$ cat config.mk
export PLATFORM = sky130hd
export DESIGN_NAME = instruction_fetcher_flat
export DESIGN_NICKNAME = d
export VERILOG_FILES = /design/src/rtl/instruction_fetcher_if.sv /design/src/rtl/instruction_fetcher.sv /design/src/flat_wrapper.sv
export SDC_FILE = /design/constraint.sdc
export NUM_CORES = 1
export LEC_CHECK = 0
export BUFFER_PORTS_ARGS = -buffer_cell sky130_fd_sc_hd__buf_2
export CAP_MARGIN = 20
export CORE_MARGIN = 3
export CORE_UTILIZATION = 51
export DETAILED_ROUTE_END_ITERATION = 16
export PLACE_DENSITY = 0.8
export SLEW_MARGIN = 10
export SYNTH_ARGS = -nofsm -noshare
export SYNTH_HDL_FRONTEND = slang
export SYNTH_SLANG_ARGS = --single-unit
export TNS_END_PERCENT = 100
$ cat constraint.sdc
create_clock -name clk -period 3.06 [get_ports clk]
set_clock_uncertainty 0.1 [all_clocks]
set_input_delay 0 -clock clk [delete_from_list [all_inputs] [get_ports clk]]
set_output_delay 0 -clock clk [all_outputs]
set_load 0.05 [all_outputs]
$ cat src/rtl/instruction_fetcher_if.sv
// ----------------------------------------------------------------------------
// instruction_fetcher_if
// Read bus between the instruction fetcher and program memory.
//   mem_read_valid   : fetcher -> memory, a read request is active
//   mem_read_address : fetcher -> memory, address of the active request
//   mem_read_ready   : memory -> fetcher, mem_read_data is returned this cycle
//   mem_read_data    : memory -> fetcher, instruction word
// master = fetcher side, slave = memory side.
// ----------------------------------------------------------------------------
interface instruction_fetcher_if #(
  parameter int ADDR_WIDTH = 8,
  parameter int DATA_WIDTH = 16
) ();

  logic                  mem_read_valid;
  logic [ADDR_WIDTH-1:0] mem_read_address;
  logic                  mem_read_ready;
  logic [DATA_WIDTH-1:0] mem_read_data;

  modport master (
    output mem_read_valid,
    output mem_read_address,
    input  mem_read_ready,
    input  mem_read_data
  );

  modport slave (
    input  mem_read_valid,
    input  mem_read_address,
    output mem_read_ready,
    output mem_read_data
  );

endinterface

$ cat src/rtl/instruction_fetcher.sv
// ----------------------------------------------------------------------------
// instruction_fetcher
// Takes the current PC, reads the instruction from program memory over a
// valid/ready handshake, holds it for the decoder and pulses pc_increment
// once the decoder has consumed it.
//   clk, reset           : clock and asynchronous active-high reset
//   pc_in, fetch_start   : address and request from the program counter side
//   flush                : abort the current fetch / drop the held instruction
//   mem                  : program memory read bus (master side)
//   instruction(_valid)  : held instruction word for the decoder
//   instruction_consume  : decoder accepts the held instruction
//   pc_increment         : one-cycle pulse telling the PC to advance
//   busy                 : fetcher is not idle
//   fetch_count          : number of consumed instructions (wraps)
// ----------------------------------------------------------------------------
module instruction_fetcher #(
  parameter int ADDR_WIDTH  = 8,
  parameter int DATA_WIDTH  = 16,
  parameter int COUNT_WIDTH = 16
) (
  input  logic                   clk,
  input  logic                   reset,
  input  logic [ADDR_WIDTH-1:0]  pc_in,
  input  logic                   fetch_start,
  input  logic                   flush,
  instruction_fetcher_if.master  mem,
  output logic [DATA_WIDTH-1:0]  instruction,
  output logic                   instruction_valid,
  input  logic                   instruction_consume,
  output logic                   pc_increment,
  output logic                   busy,
  output logic [COUNT_WIDTH-1:0] fetch_count
);

  typedef enum logic [1:0] {
    IDLE,
    REQUEST,
    FETCHED
  } state_t;

  state_t                 state_q;
  logic                   read_valid_q;
  logic [ADDR_WIDTH-1:0]  read_address_q;
  logic [DATA_WIDTH-1:0]  instruction_q;
  logic                   instruction_valid_q;
  logic                   pc_increment_q;
  logic [COUNT_WIDTH-1:0] fetch_count_q;
  logic [COUNT_WIDTH-1:0] fetch_count_d;

  // Counter wraps naturally through the fixed-width addition.
  assign fetch_count_d = fetch_count_q + 1'b1;

  // Single registered FSM. pc_increment defaults low every cycle so it can
  // only ever be a one-cycle pulse. Flush is checked first so it overrides
  // ready, consume and fetch_start in every state; the instruction register
  // is deliberately left untouched by a flush.
  always_ff @(posedge clk or posedge reset) begin
    if (reset) begin
      state_q             <= IDLE;
      read_valid_q        <= 1'b0;
      read_address_q      <= '0;
      instruction_q       <= '0;
      instruction_valid_q <= 1'b0;
      pc_increment_q      <= 1'b0;
      fetch_count_q       <= '0;
    end else begin
      pc_increment_q <= 1'b0;
      if (flush) begin
        state_q             <= IDLE;
        read_valid_q        <= 1'b0;
        instruction_valid_q <= 1'b0;
      end else begin
        case (state_q)
          IDLE: begin
            if (fetch_start) begin
              read_address_q <= pc_in;
              read_valid_q   <= 1'b1;
              state_q        <= REQUEST;
            end
          end
          REQUEST: begin
            if (mem.mem_read_ready) begin
              instruction_q       <= mem.mem_read_data;
              instruction_valid_q <= 1'b1;
              read_valid_q        <= 1'b0;
              state_q             <= FETCHED;
            end
          end
          FETCHED: begin
            if (instruction_consume) begin
              instruction_valid_q <= 1'b0;
              pc_increment_q      <= 1'b1;
              fetch_count_q       <= fetch_count_d;
              state_q             <= IDLE;
            end
          end
          default: begin
            state_q <= IDLE;
          end
        endcase
      end
    end
  end

  assign mem.mem_read_valid   = read_valid_q;
  assign mem.mem_read_address = read_address_q;
  assign instruction          = instruction_q;
  assign instruction_valid    = instruction_valid_q;
  assign pc_increment         = pc_increment_q;
  assign fetch_count          = fetch_count_q;
  assign busy                 = (state_q != IDLE);

endmodule
$ cat src/flat_wrapper.sv
// flat-port wrapper written by rule: the top's interface ports become plain ports
module instruction_fetcher_flat 
#(
  parameter int ADDR_WIDTH  = 8,
  parameter int DATA_WIDTH  = 16,
  parameter int COUNT_WIDTH = 16
)
  (clk, reset, pc_in, fetch_start, flush, instruction, instruction_valid, instruction_consume, pc_increment, busy, fetch_count, mem_mem_read_valid, mem_mem_read_address, mem_mem_read_ready, mem_mem_read_data);
  instruction_fetcher_if #(.ADDR_WIDTH(ADDR_WIDTH), .DATA_WIDTH(DATA_WIDTH)) mem_i ();
  input  logic clk;
  input  logic reset;
  input  logic [ADDR_WIDTH-1:0] pc_in;
  input  logic fetch_start;
  input  logic flush;
  output logic [DATA_WIDTH-1:0] instruction;
  output logic instruction_valid;
  input  logic instruction_consume;
  output logic pc_increment;
  output logic busy;
  output logic [COUNT_WIDTH-1:0] fetch_count;
  output wire logic [$bits(mem_i.mem_read_valid)-1:0] mem_mem_read_valid;
  output wire logic [$bits(mem_i.mem_read_address)-1:0] mem_mem_read_address;
  input wire logic [$bits(mem_i.mem_read_ready)-1:0] mem_mem_read_ready;
  input wire logic [$bits(mem_i.mem_read_data)-1:0] mem_mem_read_data;
  assign mem_mem_read_valid = mem_i.mem_read_valid;
  assign mem_mem_read_address = mem_i.mem_read_address;
  assign mem_i.mem_read_ready = mem_mem_read_ready;
  assign mem_i.mem_read_data = mem_mem_read_data;
  instruction_fetcher #(.ADDR_WIDTH(ADDR_WIDTH), .DATA_WIDTH(DATA_WIDTH), .COUNT_WIDTH(COUNT_WIDTH)) u_core (.clk(clk), .reset(reset), .pc_in(pc_in), .fetch_start(fetch_start), .flush(flush), .mem(mem_i), .instruction(instruction), .instruction_valid(instruction_valid), .instruction_consume(instruction_consume), .pc_increment(pc_increment), .busy(busy), .fetch_count(fetch_count));
endmodule
==> results of run 1 <==
[per-layer routing]
layer | vias up | wire length (µm)
met2 | 64 | 2110
met4 | 0 | 61
met1 | 709 | 1790
met5 | - | 0
li1 | 690 | -
met3 | 6 | 308
[layout make-up]
cell class / instances / area, µm²
sequential: 45 / 1130
tap: 46 / 57.6
timing repair buffer: 105 / 681
clock buffer: 5 / 68.8
fill: 191 / 741
multi-input combinational: 87 / 692
clock inverter: 3 / 68.8
inverter: 2 / 7.51
[power breakdown]
part | switching, W | internal, W | leakage, nW | total (W)
clock network | 0.000199 | 0.000328 | 0.0687 | 0.000528
logic | 0.000482 | 0.000196 | 0.732 | 0.000678
registers | 0.0000611 | 0.000697 | 0.574 | 0.000758
total | 0.000742 | 0.00122 | 1.38 | 0.00196
[kinds of logic (layout without fill, tap and decap cells)]
family	after synthesis	in the layout
AO/OA/AOI/OAI	7	7
XOR/XNOR	15	15
adder cells (fa/ha/maj)	1	1
buffers and inverters	8	115
flip-flops	45	45
multiplexers	25	25
AND/OR/NAND/NOR	39	39
[synth_stat cells, drive strengths merged, types with 2 or more instances]
cell | n | area [µm²]
buf | 6 | 43.8
nand4 | 5 | 31.3
dfrtp | 45 | 1130
mux2 | 25 | 282
xor2 | 6 | 52.6
nand2 | 10 | 37.5
nor2 | 11 | 41.3
and3 | 3 | 18.8
and4 | 3 | 26.3
inv | 2 | 7.51
a21oi | 4 | 20.0
xnor2 | 9 | 78.8
[metrics by stage]
step / setup WS [ns] / area, µm² / std cells
2_1_floorplan: 1.33 / 1870 / 140
3_3_place_gp: 1.27 / 2260 / 255
3_5_place_dp: 1.18 / 2260 / 255
4_1_cts: 1.12 / 2700 / 293
5_1_grt: 1.02 / 2700 / 293
6_report: 1.12 / 2700 / 293
[sequential cells by signal, summed over array words and instances (netlist names)]
| name | count |
|---|---|
| u_core.pc_increment | 1 |
| u_core.instruction | 16 |
| u_core.mem.mem_read_valid | 1 |
| u_core.state_q | 2 |
| u_core.mem.mem_read_address | 8 |
| u_core.fetch_count | 16 |
| u_core.instruction_valid | 1 |
[critical path: stages (launching register included)]
cell and delay [ns]:
dfrtp_1 0.50, and4bb_1 0.52, and4_1 0.38, and3_1 0.20, xor2_1 0.16
[worst max path at each step]
stage	start	endpoint	slack, ns
after floorplan	u_core.fetch_count[2]$_DFFE_PP0P_	u_core.fetch_count[7]$_DFFE_PP0P_	1.33
final	u_core.state_q[0]$_DFFE_PP0P_	u_core.fetch_count[7]$_DFFE_PP0P_	1.12
after detailed placement	u_core.state_q[0]$_DFFE_PP0P_	u_core.fetch_count[7]$_DFFE_PP0P_	1.18
after global placement	u_core.state_q[0]$_DFFE_PP0P_	u_core.fetch_count[7]$_DFFE_PP0P_	1.27
after CTS	u_core.state_q[0]$_DFFE_PP0P_	u_core.fetch_count[7]$_DFFE_PP0P_	1.12
after global routing	u_core.state_q[0]$_DFFE_PP0P_	u_core.fetch_count[7]$_DFFE_PP0P_	1.02
==> reports/metrics.cfg, run 1 <==
[pwr]
power_w=0.00196
ir_worst_vdd_mv=0.481
power_per_cell_area_nw_per_um2=727
p_leak_nw=1.38

[die]
die_height_um=66.5
die_area_um2=4430
core-area_um2=3440
io_pins=74
rows=21
die_w_um=66.5
initial_utilization=0.543

[min_path]
min_path_type=in -> reg
worstHoldStart=fetch_start
hold_path_depth=4
min_to=u_core.mem.mem_read_valid$_DFFE_PP0P_

[logic_synthesis]
yosys.area_share.simple=0.120
synth_edf_count=0
synthAdderAreaFrac=0.00669
synth_cell_types=25
syn_inst=140
syn-num-nets=171
synthXorXnorAreaFrac=0.0703
synth.avg_cell_area_um2=13.4
ys_warn_count=0
ys_async_sr_fraction=1.00
synth.area.mux_share=0.151
synth_top_family_by_area=multiplexers
syn_area_um2=1870
synth_seq_cells=45
synth-main-ff-cell=dfrtp_1
synth-compound-area-share=0.0221
yosysSeqAreaShare=0.602

[clock_network]
ctsResizeCount=0
clock_sinks=45
cts_hold_buf=30
clk_latency_ns=0.30
cts_setup_buffers=0
cts_tree=built
htree_levels=2
clk_pin_slew_ns=0.08
numCtsBuffers=5
clk_path_buf_depth=2
clk_root_buffer_cell=clkbuf_8

[global_route]
grt_most_used_layer=met2
overflow=0
antenna_found_initial=0
grt_pass1_vias=1485
grt_use_met1=0.251
met3_usage=0.0675
grt_max_degree=46
grt_util_met2=0.361
grt_usage=0.213
grt_pass1_wl_um=6960

[sta]
min_period_over_period=0.635
rsz0062_at_grt=no
setup_violations=0
setup_tns_ns=0
hold_violations=0
holdWs_ns=0.0521
max-slew-margin-rel=0.621
period_needed_ns=1.94
clock.fmax_mhz=515
worst_slew_pin_slew_ns=0.566
maxSlewViolCount=0

[layout]
drive_gt1_frac=0.449
utilization=0.785
fin_nets=277
final_common_cell=buf_2
syn_to_final_growth_pct=44.5
most-common-layout-cells=73 x buf_2, 45 x dfrtp_1, 30 x dlygate4sd3_1, 25 x mux2_2, 11 x nor2_1
antenna_cells=0

[critical_path]
required_ns=3.18
rr_worst_depth=4
reg2reg_setup_slack_ns=1.12
path_max_fanout=10
regToRegStartpoint=u_core.state_q[0]$_DFFE_PP0P_
crit_type=reg -> reg
cp-end-kind=flip-flop
worstSetupStartpointType=flip-flop
worst_ep_arrival_time_ns=2.07
timing.rr.end=u_core.fetch_count[7]$_DFFE_PP0P_

[placed_design]
gp_congestion=0.790
portBuffers=73
dp_hpwl_um=2760

[route]
routed-via-count=1469
first_iter_violations=54
ant_nets=0
viasPerCell=5.01
drc=0
dr.pass1.iters=4
wl_per_cell_um=14.6
routed_wl_um=4270

[run_status]
status=complete, no violations

[job]
maxCapViolations=0

No activity file was read; power rests on OpenSTA's default activity.
==> run 2, diff against run 1 <==
--- a/config.mk
+++ b/config.mk
@@ -8,9 +8,9 @@
 export BUFFER_PORTS_ARGS = -buffer_cell sky130_fd_sc_hd__buf_2
 export CAP_MARGIN = 20
 export CORE_MARGIN = 3
-export CORE_UTILIZATION = 51
+export CORE_UTILIZATION = 43
 export DETAILED_ROUTE_END_ITERATION = 16
-export PLACE_DENSITY = 0.8
+export PLACE_DENSITY = 0.72
 export SLEW_MARGIN = 10
 export SYNTH_ARGS = -nofsm -noshare
 export SYNTH_HDL_FRONTEND = slang
==> constraint.sdc (replaced) <==
create_clock -name clk -period 1.65 [get_ports clk]
set_clock_uncertainty 0.1 [all_clocks]
set_input_delay 0 -clock clk [delete_from_list [all_inputs] [get_ports clk]]
set_output_delay 0 -clock clk [all_outputs]
set_load 0.05 [all_outputs]
==> reports/metrics.cfg, run 2 (synthesis gave the netlist of run 1 again) <==
[run_status]
status=complete, no violations

[route]
routed_wl_um=4180  ; -2.1%
ant_nets=0  ; unchanged
wl_per_cell_um=13.9  ; -5.0%
viasPerCell=4.79  ; -4.4%
dr.pass1.iters=4  ; unchanged
routed-via-count=1448  ; -1.4%
first_iter_violations=54  ; unchanged
drc=0  ; unchanged

[layout]
antenna_cells=0  ; unchanged
fin_nets=283  ; +2.2%
fill_cells=314  ; +64%
final_cells=302  ; +3.1%
drive_gt1_frac=0.488  ; +0.0387
final_common_cell=buf_2
syn_to_final_growth_pct=46.7
most-common-layout-cells=73 x buf_2, 41 x dfrtp_1, 29 x dlygate4sd3_1, 25 x mux2_2
stdcell_area_um2=2740  ; +1.5%

[sta]
setup_ws_ns=0.0742  ; -1.04 ns
holdWs_ns=0.183  ; +0.131 ns
hold_violations=0  ; unchanged
worst_slew_pin_slew_ns=0.742  ; +0.176 ns
clock.fmax_mhz=635
period_needed_ns=1.58
setup_violations=0  ; unchanged
min_period_over_period=0.955
rsz0062_at_grt=no
max-slew-margin-rel=0.502  ; -0.119
maxSlewViolCount=0  ; unchanged

[placed_design]
portBuffers=73  ; unchanged
placed_cells=263  ; +3.1%
dp_hpwl_um=2780  ; +0.70%
gp_congestion=0.746  ; -5.5%
place_ws_ns=0.0118  ; -1.17 ns
placed_area_um2=2330  ; +3.1%

[clock_network]
htree_levels=2  ; unchanged
clock_sinks=45  ; unchanged
cts_tree=built
numCtsBuffers=5  ; unchanged
clk_path_buf_depth=2  ; unchanged
clk_root_buffer_cell=clkbuf_8
clk_latency_ns=0.29  ; about the same
clk_pin_slew_ns=0.08  ; about the same

[pwr]
power_per_cell_area_nw_per_um2=1220  ; +68%
p_sw_w=0.00135  ; +82%
power_w=0.00335  ; +71%
p_comb_frac=0.380  ; +0.035
swShare=0.403  ; +0.0245
ir_worst_vdd_mv=1.21  ; +150%
p_seq_frac=0.417  ; +0.031
p_leak_nw=1.38  ; +0.20%
p_int_w=0.00200  ; +64%
clkPwrFrac=0.203  ; -0.066

[die]
die_height_um=71.9  ; +8.1%
io_pins=74  ; unchanged
core-area_um2=4090  ; +19%
die_area_um2=5170  ; +17%
rows=23  ; +9.5%
die_w_um=71.9  ; +8.1%
initial_utilization=0.457  ; -0.0856

[global_route]
grt_usage=0.169  ; -0.0446
grt_pass1_wl_um=6740  ; -3.1%
antenna_found_initial=0  ; unchanged
grt_max_degree=27  ; -41%
overflow=0  ; unchanged
grt_pass1_vias=1426  ; -4.0%

[critical_path]
rr_worst_depth=4  ; unchanged
crit_type=in -> reg
cpPeakStageDelay_ns=0.53  ; about the same
cp_common_cell=buf_4
worst_ep_arrival_time_ns=1.66  ; -0.41 ns
required_ns=1.73  ; -1.45 ns
path_cells=dlygate4sd3_1, buf_2, and4bb_1, buf_4, nand4_1, buf_4, xnor2_1
cp-end-kind=flip-flop
reg2reg_setup_slack_ns=0.10  ; -1.02 ns
worstSetupStartpointType=input pin
cp_slowest_cell=dlygate4sd3_1
path_max_fanout=7  ; -3

[job]
maxCapViolations=0  ; unchanged

[min_path]
min_path_type=in -> async

==> run 2: changes by cell type in the layout (fill, tap and decap cells not counted), sizes merged <==
cell / before / now
buf: 75 / 82
bufinv: 2 / 0
clkbuf: 5 / 6
clkinvlp: 0 / 1
dlygate4sd3: 30 / 29
inv: 2 / 1
==> run 2: path summary, 6_finish.rpt <==
kind | from | end
min in group clk | u_core.fetch_count[15]$_DFFE_PP0P_ | u_core.fetch_count[15]$_DFFE_PP0P_
hold reg to reg | u_core.fetch_count[15]$_DFFE_PP0P_ | u_core.fetch_count[15]$_DFFE_PP0P_
hold / removal | reset | u_core.fetch_count[9]$_DFFE_PP0P_
max in group asynchronous | reset | u_core.mem.mem_read_address[1]$_DFFE_PP0P_
setup reg to reg | u_core.state_q[1]$_DFFE_PP0P_ | u_core.instruction[2]$_DFFE_PP0P_
setup / recovery | flush | u_core.fetch_count[10]$_DFFE_PP0P_
==> run 2: layout make-up <==
| type | instances | area, µm² | area share |
|---|---|---|---|
| repair buffers | 111 | 748 | 0.273 |
| clock inverters | 1 | 7.51 | 0.00274 |
| flip-flops and latches | 45 | 1130 | 0.413 |
| multi-input cells | 87 | 702 | 0.256 |
| inverters | 2 | 7.51 | 0.00274 |
| well taps | 50 | 62.6 | 0.0228 |
| clock buffers | 6 | 82.6 | 0.0301 |
==> run 2: repair_timing <==
item / in CTS / in global routing
hold buffers: 29 / 0
gates resized for setup: 1 / 2
pin swaps: 0 / 1
gates cloned: 0 / 0
hold endpoints to repair: 48 / 0
endpoints found under the setup margin: 1 / 4
buffers inserted: 0 / 3
==> run 2: worst max-delay path: cells and delay by family <==
kind / cells / cell delay [ns]
XOR/XNOR: 1 / 0.11
buffers and inverters: 4 / 1.06
AND/OR/NAND/NOR: 2 / 0.49
==> run 2: per-layer routing <==
layer	global-route usage	part of all wire	vias to the layer above
li1	-	-	702
met3	0.0360	0.053	6
met2	0.297	0.51	45
met5	0	0	-
met4	0.0689	0.014	0
met1	0.200	0.42	695
==> run 2: through the flow <==
stage               setup TNS, ns  utilization
finish                          0        0.671
floorplan                 -0.0209            -
global route                    0        0.671
detailed placement              0        0.571
global placement                0        0.571
CTS                             0        0.664
==> run 2: power by group through the flow <==
| stage | logic (W) | clock network (W) | registers (W) |
|---|---|---|---|
| after floorplan | 0.000254 | 0 | 0.00209 |
| after global placement | 0.00121 | 0 | 0.00141 |
| after detailed placement | 0.00122 | 0 | 0.00142 |
| after CTS | 0.00127 | 0.000702 | 0.00140 |
| after global routing | 0.00134 | 0.000749 | 0.00142 |
| final | 0.00127 | 0.000681 | 0.00140 |
==> run 3, diff against run 2 <==
--- a/config.mk
+++ b/config.mk
@@ -8,9 +8,9 @@
 export BUFFER_PORTS_ARGS = -buffer_cell sky130_fd_sc_hd__buf_2
 export CAP_MARGIN = 20
 export CORE_MARGIN = 3
-export CORE_UTILIZATION = 43
+export CORE_UTILIZATION = 48
 export DETAILED_ROUTE_END_ITERATION = 16
-export PLACE_DENSITY = 0.72
+export PLACE_DENSITY = 0.76
 export SLEW_MARGIN = 10
 export SYNTH_ARGS = -nofsm -noshare
 export SYNTH_HDL_FRONTEND = slang
==> constraint.sdc (replaced) <==
create_clock -name clk -period 1.6 [get_ports clk]
set_clock_uncertainty 0.1 [all_clocks]
set_input_delay 0 -clock clk [delete_from_list [all_inputs] [get_ports clk]]
set_output_delay 0 -clock clk [all_outputs]
set_load 0.05 [all_outputs]
==> reports/metrics.cfg, run 3 (synthesis gave the netlist of run 1 again) <==
[critical_path]
required_ns=1.73  ; about the same
crit_type=in -> reg
cp-end-kind=flip-flop
worst_ep_arrival_time_ns=1.70  ; +0.04 ns
rr_worst_depth=4  ; unchanged
path_max_fanout=7  ; unchanged
worstSetupStartpointType=input pin

[die]
die_height_um=68.4  ; -4.9%
die_w_um=68.4  ; -4.9%
initial_utilization=0.503  ; +0.0456
core-area_um2=3720  ; -9.1%
die_area_um2=4680  ; -9.6%
io_pins=74  ; unchanged
rows=22  ; -4.3%

[route]
routed-via-count=1451  ; +0.21%
routed_wl_um=4240  ; +1.4%
wl_per_cell_um=14.1  ; +2.1%
ant_nets=0  ; unchanged
viasPerCell=4.84  ; +0.88%
drc=0  ; unchanged
first_iter_violations=47  ; -13%
dr.pass1.iters=4  ; unchanged

[sta]
rsz0062_at_grt=no
setup_violations=0  ; unchanged
setup_tns_ns=0  ; unchanged
period_needed_ns=1.57
clock.fmax_mhz=637
hold_violations=0  ; unchanged
max-slew-margin-rel=0.744  ; +0.242
min_period_over_period=0.982
worst_slew_pin_slew_ns=0.374  ; -0.368 ns
maxSlewViolCount=0  ; unchanged

[global_route]
grt_max_degree=46  ; +70%
overflow=0  ; unchanged
grt_usage=0.194  ; +0.0253
grt_pass1_vias=1452  ; +1.8%
grt_pass1_wl_um=6530  ; -3.2%
antenna_found_initial=0  ; unchanged

[placed_design]
placed_area_um2=2340  ; +0.11%
gp_congestion=0.750  ; +0.52%
portBuffers=73  ; unchanged
dp_hpwl_um=2620  ; -5.5%
placed_cells=261  ; -0.76%

[layout]
final_cells=300  ; -0.66%
most-common-layout-cells=72 x buf_2, 41 x dfrtp_1, 29 x dlygate4sd3_1, 25 x mux2_2, 11 x nor2_1
drive_gt1_frac=0.488  ; unchanged
syn_to_final_growth_pct=47.9
antenna_cells=0  ; unchanged
final_common_cell=buf_2
fin_nets=282  ; -0.35%
stdcell_area_um2=2770  ; +0.87%

[clock_network]
numCtsBuffers=5  ; unchanged
cts_tree=built
clk_latency_ns=0.29  ; about the same
clock_sinks=45  ; unchanged
clk_pin_slew_ns=0.08  ; about the same
clk_root_buffer_cell=clkbuf_8
htree_levels=2  ; unchanged
clk_path_buf_depth=2  ; unchanged

[pwr]
ir_worst_vdd_mv=1.07  ; -11%
power_per_cell_area_nw_per_um2=1310  ; +6.9%
p_leak_nw=1.38  ; +0.48%

[min_path]
min_path_type=in -> async

[run_status]
status=complete, no violations

[job]
maxCapViolations=0  ; unchanged

run 3: changes by cell type in the layout (fill, tap and decap cells not counted):
cell,delta
nor2_1,+1
and3_4,+1
buf_6,+1
and3_1,-1
buf_4,-1
clkbuf_8,-1
buf_2,-1
clkinv_4,+1
bufinv_16,+1
nor2_2,-1
run 3: worst paths after layout:
check	start	endpoint	slack, ns
min in group clk	pc_in[7]	u_core.mem.mem_read_address[7]$_DFFE_PP0P_	0.37
max in group asynchronous	reset	u_core.state_q[1]$_DFFE_PP0P_	1.01
worst max register to register	u_core.state_q[0]$_DFFE_PP0P_	u_core.mem.mem_read_address[5]$_DFFE_PP0P_	0.06
worst min-delay path	reset	u_core.fetch_count[11]$_DFFE_PP0P_	0.18
worst min register to register	u_core.fetch_count[15]$_DFFE_PP0P_	u_core.fetch_count[15]$_DFFE_PP0P_	0.39
worst max-delay path	flush	u_core.fetch_count[7]$_DFFE_PP0P_	0.03
run 3: per-stage QoR:
stage | util | setup slack, ns | hold slack, ns | total power [W]
final | 0.744 | 0.0291 | 0.175 | 0.00361
after detailed placement | 0.629 | -0.0144 | -0.0472 | 0.00272
after global routing | 0.744 | 0.00217 | 0.215 | 0.00378
after global placement | 0.629 | 0.0284 | -0.0439 | 0.00270
after CTS | 0.738 | 0.0320 | 0.175 | 0.00363
after floorplan | - | -0.0619 | 0.0126 | 0.00242
run 3: layer usage:
layer | vias to the layer above | global-route usage | share of wire
li1 | 699 | - | -
met1 | 690 | 0.213 | 0.41
met2 | 53 | 0.353 | 0.52
met3 | 9 | 0.0542 | 0.057
met4 | 0 | 0.0695 | 0.016
met5 | - | 0 | 0
run 3: final cells by class:
cell class	instances	area, µm²
sequential	45	1130
fill	253	951
timing repair buffer	110	747
multi-input combinational	87	704
clock buffer	5	68.8
tap	48	60.1
clock inverter	3	46.3
inverter	2	7.51
run 3: timing repair:
action                     CTS  global route
hold buffers                29             0
hold endpoints to repair    73             0
buffers inserted             0             2
pin swaps                    0             3
setup endpoints to repair    2             8
resized for setup            1             4
run 3: critical path, stage by stage:
cell and delay, ns:
dlygate4sd3_1 0.57, buf_4 0.18, and4bb_1 0.29, and4_2 0.32, and3_4 0.20, xor2_1 0.13
run 3: report_power, final:
group	total, W	switching, W	internal (W)
Sequential	0.00145	0.000109	0.00134
Clock	0.000842	0.000375	0.000467
Combinational	0.00132	0.000936	0.000386
Total	0.00361	0.00142	0.00219
